===== src/rtl/fetch_controller.sv =====
// fetch_controller: owns the fetch PC, keeps one request in flight to instruction
// memory, hands fetched words to decode over valid/ready and steers the PC on
// branch/jump redirects.
// Optional feature: define FETCH_MISALIGN_TRAP_EN to trap on misaligned redirect
// targets instead of silently clearing the low two address bits.
module fetch_controller #(
  parameter int              XLEN     = 32,
  parameter logic [XLEN-1:0] RESET_PC = {XLEN{1'b0}},
  parameter int              PC_STEP  = 4
) (
  input  logic            clk,
  input  logic            rst,
  output logic            imem_req_valid,
  input  logic            imem_req_ready,
  output logic [XLEN-1:0] imem_req_addr,
  input  logic            imem_rsp_valid,
  input  logic [31:0]     imem_rsp_data,
  output logic            inst_valid,
  input  logic            inst_ready,
  output logic [31:0]     inst_data,
  output logic [XLEN-1:0] inst_pc,
  input  logic            redirect_valid,
  input  logic [XLEN-1:0] redirect_pc,
  output logic            fetch_misalign
);

  typedef enum logic [2:0] {
    ST_IDLE = 3'd0,
    ST_REQ  = 3'd1,
    ST_WAIT = 3'd2,
    ST_HOLD = 3'd3,
    ST_KILL = 3'd4
  } state_t;

  state_t          state_q, state_d;
  logic [XLEN-1:0] pc_q, pc_d;
  logic            idle_done_q, idle_done_d;
  logic            req_valid_q, req_valid_d;
  logic [XLEN-1:0] req_addr_q, req_addr_d;
  logic            inst_valid_q, inst_valid_d;
  logic [31:0]     inst_data_q, inst_data_d;
  logic [XLEN-1:0] inst_pc_q, inst_pc_d;
  logic            misalign_q, misalign_d;

  // redir_ok: a redirect that moves the PC; redir_bad: a redirect that traps.
  // Once trapped, further redirects are ignored until reset.
  logic            redir_ok;
  logic            redir_bad;
  logic [XLEN-1:0] redir_target;
  logic            req_fire;
  logic            handshake;
  logic [XLEN-1:0] step_pc;

`ifdef FETCH_MISALIGN_TRAP_EN
  assign redir_bad    = redirect_valid & (|redirect_pc[1:0]) & ~misalign_q;
  assign redir_ok     = redirect_valid & ~(|redirect_pc[1:0]) & ~misalign_q;
  assign redir_target = redirect_pc;
`else
  assign redir_bad    = 1'b0;
  assign redir_ok     = redirect_valid & ~misalign_q;
  assign redir_target = redirect_pc & ~{{(XLEN-2){1'b0}}, 2'b11};
`endif

  assign req_fire  = req_valid_q & imem_req_ready;
  assign handshake = inst_valid_q & inst_ready;
  assign step_pc   = pc_q + XLEN'(PC_STEP);

  // Next-state and next-output computation for the fetch sequencer.
  always_comb begin
    state_d      = state_q;
    pc_d         = pc_q;
    idle_done_d  = idle_done_q;
    req_valid_d  = req_valid_q;
    req_addr_d   = req_addr_q;
    inst_valid_d = inst_valid_q;
    inst_data_d  = inst_data_q;
    inst_pc_d    = inst_pc_q;
    misalign_d   = misalign_q;

    if (redir_bad) begin
      misalign_d = 1'b1;
    end
    if (redir_ok) begin
      pc_d = redir_target;
    end

    case (state_q)
      ST_IDLE: begin
        if (idle_done_q) begin
          state_d     = ST_REQ;
          req_valid_d = ~misalign_d;
          req_addr_d  = pc_d;
        end else begin
          idle_done_d = 1'b1;
        end
      end

      ST_REQ: begin
        if (req_fire) begin
          // A redirect racing the acceptance leaves a stale response in flight.
          req_valid_d = 1'b0;
          state_d     = (redir_ok | redir_bad) ? ST_KILL : ST_WAIT;
        end else if (redir_ok) begin
          req_addr_d = redir_target;
        end else if (redir_bad) begin
          req_valid_d = 1'b0;
        end
      end

      ST_WAIT: begin
        if (redir_ok | redir_bad) begin
          if (imem_rsp_valid) begin
            // Response already arrived this cycle: drop it, nothing left to drain.
            state_d     = ST_REQ;
            req_valid_d = ~misalign_d;
            req_addr_d  = pc_d;
          end else begin
            state_d = ST_KILL;
          end
        end else if (imem_rsp_valid) begin
          inst_valid_d = 1'b1;
          inst_data_d  = imem_rsp_data;
          inst_pc_d    = pc_q;
          state_d      = ST_HOLD;
        end
      end

      ST_KILL: begin
        if (imem_rsp_valid) begin
          state_d     = ST_REQ;
          req_valid_d = ~misalign_d;
          req_addr_d  = pc_d;
        end
      end

      ST_HOLD: begin
        if (redir_ok | redir_bad | handshake) begin
          // A handshake alongside a redirect still consumes the word, but the
          // redirect target wins over the sequential PC.
          if (!redir_ok && handshake) begin
            pc_d = step_pc;
          end
          inst_valid_d = 1'b0;
          state_d      = ST_REQ;
          req_valid_d  = ~misalign_d;
          req_addr_d   = pc_d;
        end
      end

      default: begin
        state_d = ST_IDLE;
      end
    endcase
  end

  // State and registered outputs; reset abandons any in-flight fetch immediately.
  always_ff @(posedge clk or posedge rst) begin
    if (rst) begin
      state_q      <= ST_IDLE;
      pc_q         <= RESET_PC;
      idle_done_q  <= 1'b0;
      req_valid_q  <= 1'b0;
      req_addr_q   <= RESET_PC;
      inst_valid_q <= 1'b0;
      inst_data_q  <= 32'h0;
      inst_pc_q    <= {XLEN{1'b0}};
      misalign_q   <= 1'b0;
    end else begin
      state_q      <= state_d;
      pc_q         <= pc_d;
      idle_done_q  <= idle_done_d;
      req_valid_q  <= req_valid_d;
      req_addr_q   <= req_addr_d;
      inst_valid_q <= inst_valid_d;
      inst_data_q  <= inst_data_d;
      inst_pc_q    <= inst_pc_d;
      misalign_q   <= misalign_d;
    end
  end

  assign imem_req_valid = req_valid_q;
  assign imem_req_addr  = req_addr_q;
  assign inst_valid     = inst_valid_q;
  assign inst_data      = inst_data_q;
  assign inst_pc        = inst_pc_q;
  assign fetch_misalign = misalign_q;

endmodule


===== config.mk =====
export PLATFORM = sky130hd
export DESIGN_NAME = fetch_controller
export DESIGN_NICKNAME = d
export VERILOG_FILES = /design/src/rtl/fetch_controller.sv
export SDC_FILE = /design/constraint.sdc
export NUM_CORES = 1
export LEC_CHECK = 0
export CAP_MARGIN = 0
export CORE_ASPECT_RATIO = 0.9
export CORE_UTILIZATION = 50
export DETAILED_ROUTE_END_ITERATION = 7
export GPL_TIMING_DRIVEN = 0
export PLACE_DENSITY = 0.9
export SLEW_MARGIN = 20
export SYNTH_ARGS = -nofsm -noshare
export SYNTH_HDL_FRONTEND = slang
export SYNTH_SLANG_ARGS = --single-unit

===== constraint.sdc =====
create_clock -name clk -period 5.6 [get_ports clk]
set_clock_uncertainty 0.1 [all_clocks]
set_input_delay 1.12 -clock clk [delete_from_list [all_inputs] [get_ports clk]]
set_output_delay 1.12 -clock clk [all_outputs]
set_load 0.05 [all_outputs]

# Yosys cells after proc, flatten, opt, wreduce, memory -nomap -nowiden
# Cells that the tools add are included.
op_classes:
  n_addsub: 1
  eq_ne: 14
  muxes: 30
  n_bitwise: 4
  n_reduce_logical: 10
ops:
  columns: ["operator", "count"]
  rows:
  - ["32-bit two-way mux", 10]
  - ["32-bit one-hot mux with 5 select lines", 1]
  - ["32-bit by 3-bit adder with 32-bit output (second input constant)", 1]
  - ["3-bit two-way mux", 8]
  - ["2-bit inequality test (second input constant)", 9]
  - ["3-bit one-hot mux with 5 select lines", 1]
  - ["5-bit AND reduction", 2]
  - ["1-bit two-way mux", 8]
  - ["3-bit by 2-bit equality test with 1-bit output (second input constant)", 2]
  - ["6-bit AND reduction", 1]
  - ["1-bit one-hot mux with 5 select lines", 1]
  - ["5-bit nonzero test", 1]
  - ["4-bit AND reduction", 1]
  - ["3-bit by 1-bit equality test with 1-bit output (second input constant)", 1]
  - ["3-bit equality test (second input constant)", 1]
  - ["3-bit logical NOT", 1]
  - ["3-bit inequality test (second input constant)", 1]
  - ["3-bit AND reduction", 1]
  - ["1-bit bitwise AND", 2]
  - ["1-bit one-hot mux with 2 select lines", 1]
  - ["2-bit nonzero test", 1]
  - ["1-bit logical AND", 1]
  - ["1-bit logical NOT", 1]
  - ["1-bit inverter", 1]
  - ["1-bit bitwise OR", 1]
totals:
  ff_bits: 134
  in_bits: 70

# Depth between registers and ports, before layout
logic_depth:
  word_depth: 5
  mapped_depth: 8
  mapped_depth_nobuf: 6

# Worst setup path after synthesis
# Ideal clock, no wire load.
synth_timing:
  path_type: "input to register"
  from: "in redirect_valid"
  to: "reg pc_q[13]"
  setup_ns: 0.125
  t_arrival_ns: 2.366
  required_ns: 5.375
  setup_slack_ns: 3.009
  path_stages: 7
  path_buffers: 2
  cell_sequence: "buf_2 -> nor4bb_1 -> buf_2 -> a21oi_1 -> nand2_1 -> xnor2_1 -> mux2_2"
synth_via:
  elab_chain_len: 5
synth_lines:
  columns: ["element", "line", "text"]
  rows:
  - ["start, declared", "22", "input logic redirect_valid,"]
  - ["1-bit logical NOT", "140", "if (!redir_ok && handshake) begin"]
  - ["1-bit logical AND", "140", null]
  - ["32-bit two-way mux", "140", null]
  - ["32-bit two-way mux", "137", "if (redir_ok | redir_bad | handshake) begin"]
  - ["32-bit two-way mux *", "87", "case (state_q)"]
  - ["via pc_d[13]", "36", "logic [XLEN-1:0] pc_q, pc_d;"]
  - ["end signal, assigned", "170", "pc_q <= pc_d;"]
  - ["end, declared", "36", null]
# Mark *: on every way through the listed nets, which the timed path passes. The rest lies on a longest branch.
# A chain may end at the register's enable or synchronous reset.

# Worst setup path in the final report
layout_timing:
  from: "in inst_ready"
  to: "reg pc_q[26]"
layout_via:
  elab_chain_len: 5
layout_lines:
  columns: ["element", "line", "text"]
  rows:
  - ["start, declared", "19", "input logic inst_ready,"]
  - ["1-bit bitwise AND *", "65", "assign handshake = inst_valid_q & inst_ready;"]
  - ["1-bit logical AND", "140", null]
  - ["32-bit two-way mux", "140", null]
  - ["32-bit two-way mux *", "137", null]
  - ["32-bit two-way mux *", "87", null]
  - ["via pc_d[26]", "36", null]
# Marked as above.

==> metrics.csv <==
metric,value,unit
outcome,"finished, violations left",
failed_checks,design-rule violations,
die_area,14400,um2
wl_per_cell,21.5,um
fin_crit,3.40,ns
rows,40,
synth_area_leader_cell,dfrtp_1,
clkTransAtPathRegs,0.05,ns
ant_nets,0,
slew_viol_final,0,
grt_pass1_wl,34.9,mm
cts_tree,built,
met3_usage,9.49,%
die_x,127,um
slew_headroom,23.8,%
syn_avg_cell_area,10.2,um2
cp.arrival,3.61,ns
vias,6705,
grt_busiest_layer,met2,
place.port_buffers,165,
peakVddDrop,0.378,mV
finalSetupTns,0,ns
place_hpwl,15.7,mm
core_area,13500,um2
antennaDiodeCount,0,
grt_use_total,32.2,%
powerDensity,601,nW/um2
layout-drive-gt1-share,15.5,%
path_class,primary input to register,
worstSetupStartpointType,primary input,
grt_max_degree,86,
initial_utilization,51.9,%
cts_hold_buf,0,
drc,5,
worst_slew_pin_slew,1.14,ns
antenna_found_initial,0,
dpl.cell_count,1021,
gr-usage-met1,42.0,%
synth-async-reset-ratio,100,%
cap_violations,0,
synth_top_area_share,48.0,%
drt-initial-drc-count,911,
clk_latency,0.43,ns
setup_viol,0,
yosysSeqAreaShare,48.0,%
synth_cells,687,
layout_setup_ws,2.20,ns
cts_setup_buffers,0,
htree_num_levels,4,
yosys_warnings,0,
syn_area,6980,um2
cts_root_buffer,clkbuf_16,
numCtsBuffers,17,
routed_wl,22.6,mm
synth_cell_types,70,
grt_pass1_vias,6477,
endpoint_kind,register,
met2_usage,48.7,%
path_max_fanout,6,
min_path_type,register to register,
syn_to_final_growth,35.9,%
firstDrtPassIters,8,
cts.path.max_buffers,2,
fin_hold_ws,0.383,ns
finalHoldViolCount,0,
preCtsSetupSlack,1.90,ns
total_leakage_power,3.90,nW
cts_num_sinks,134,
fmax,0.294,GHz
synth_fp_nets,758,
via_per_inst,6.37,
chipHeight,114,um
rsz0062_at_grt,false,
cts.repair.resized,0,
gp_congestion,0.962,
fin_crit_sh,60.8,%
num-nets-final,943,
synth_edf_count,0,
io_pins,169,
cp.required,5.81,ns
synth-seq-cells,134,
yosys-top-cells-area,"dfrtp_1 (48%), mux2_2 (11%), nand2_1 (3.4%), o21ai_0 (2.3%), nor2_1 (2.3%)",
instances_no_fill,1052,
final_util,70.5,%
gr-total-overflow,0,
synth_flop_cell,dfrtp_1,
-- power by group --
part / leakage (nW) / switching [mW] / total, mW / internal, mW
Sequential: 1.68 / 0.213 / 1.52 / 1.31
Clock: 0.299 / 0.418 / 1.16 / 0.743
Combinational: 1.92 / 2.01 / 3.02 / 1.01
Total: 3.90 / 2.64 / 5.71 / 3.07
-- per-layer routing --
metal,share of wire [%],vias to the layer above
met3,13,94
met2,44,509
met5,0,-
met1,39,3190
met4,4.1,0
li1,-,2912
-- kinds of logic after synthesis --
kind of cell / share of synthesized area, %
mux: 11.8
fa+ha+maj: 0.179
simple gates: 16.3
other cells: 0.0537
buf+inv: 4.62
flops: 48.0
xor+xnor: 3.26
compound gates: 15.7
-- registers in the layout, indices dropped and copies added, names as in the netlist --
name            cells
imem_req_valid      1
inst_valid          1
inst_pc            32
state_q             3
idle_done_q         1
inst_data          32
imem_req_addr      32
pc_q               32
-- cell usage after synthesis, types with 4 or more instances --
master / number
a22oi_1: 4
xor2_1: 10
o211ai_1: 6
nor2_1: 42
or3_1: 4
dfrtp_1: 134
a21oi_1: 26
a31oi_1: 7
and2_1: 5
nand2b_1: 4
a211o_1: 4
and3_1: 5
nand3_1: 22
mux2_2: 66
buf_4: 10
inv_1: 9
mux2i_1: 7
o31ai_1: 5
o22ai_1: 5
buf_2: 21
nor3_1: 25
buf_1: 10
xnor2_1: 16
nand2_1: 63
o21ai_0: 32
nor4_1: 12
and4_1: 7
o21ai_1: 11
nand4_1: 13
a221oi_1: 14
o21a_1: 4
clkbuf_1: 19
-- layout by cell type (no fill, tap or decap), types with 6 or more instances in the layout --
cell             count
a21oi_1             26
a221oi_1            14
a31oi_1              7
and4_1               7
buf_1               10
buf_2               21
buf_4               10
clkbuf_1            21
clkbuf_16           17
clkdlybuf4s50_1    165
dfrtp_1            134
inv_1                8
mux2_2              66
mux2i_1              7
nand2_1             63
nand3_1             22
nand4_1             13
nor2_1              42
nor3_1              25
nor4_1              12
o211ai_1             6
o21ai_0             32
o21ai_1             11
xnor2_1             16
xor2_1              10
-- metrics by stage --
step / instance area [um2] / total power, mW
2_1_floorplan: 6980 / 3.46
3_3_place_gp: 8840 / 4.44
3_5_place_dp: 8880 / 4.50
4_1_cts: 9490 / 5.68
5_1_grt: 9490 / 5.92
6_report: 9490 / 5.71
-- path summary, 6_finish.rpt --
check                      slack, ns                         start                            to  cells past startpoint
setup / recovery                2.20                    inst_ready            pc_q[26]$_DFF_PP0_                      6
hold / removal                  0.38  imem_req_addr[4]$_DFFE_PP0P_  imem_req_addr[4]$_DFFE_PP0P_                      2
setup reg to reg                2.74             pc_q[2]$_DFF_PP0_            pc_q[26]$_DFF_PP0_                      6
hold reg to reg                 0.38  imem_req_addr[4]$_DFFE_PP0P_  imem_req_addr[4]$_DFFE_PP0P_                      2
max in group asynchronous       3.69                           rst            pc_q[17]$_DFF_PP0_                      3
min in group asynchronous       0.98                           rst     inst_data[20]$_DFFE_PP0P_                      2
-- critical path, cell delays in order --
cell and delay (ns):
clkdlybuf4s50_1 0.58, nand2_1 0.21, nor3_1 0.78, nand4_1 0.34, o211a_1 0.30, a211o_1 0.27
-- layout make-up --
type	instances	area, um2
multi-input cells	484	3310
clock inverters	8	121
inverters	9	41.3
well taps	168	210
clock buffers	23	488
flip-flops and latches	134	3350
repair buffers	166	1680
plain buffers	60	289
fillers	995	3970
Note: power is estimated with default switching activity, not from simulation.
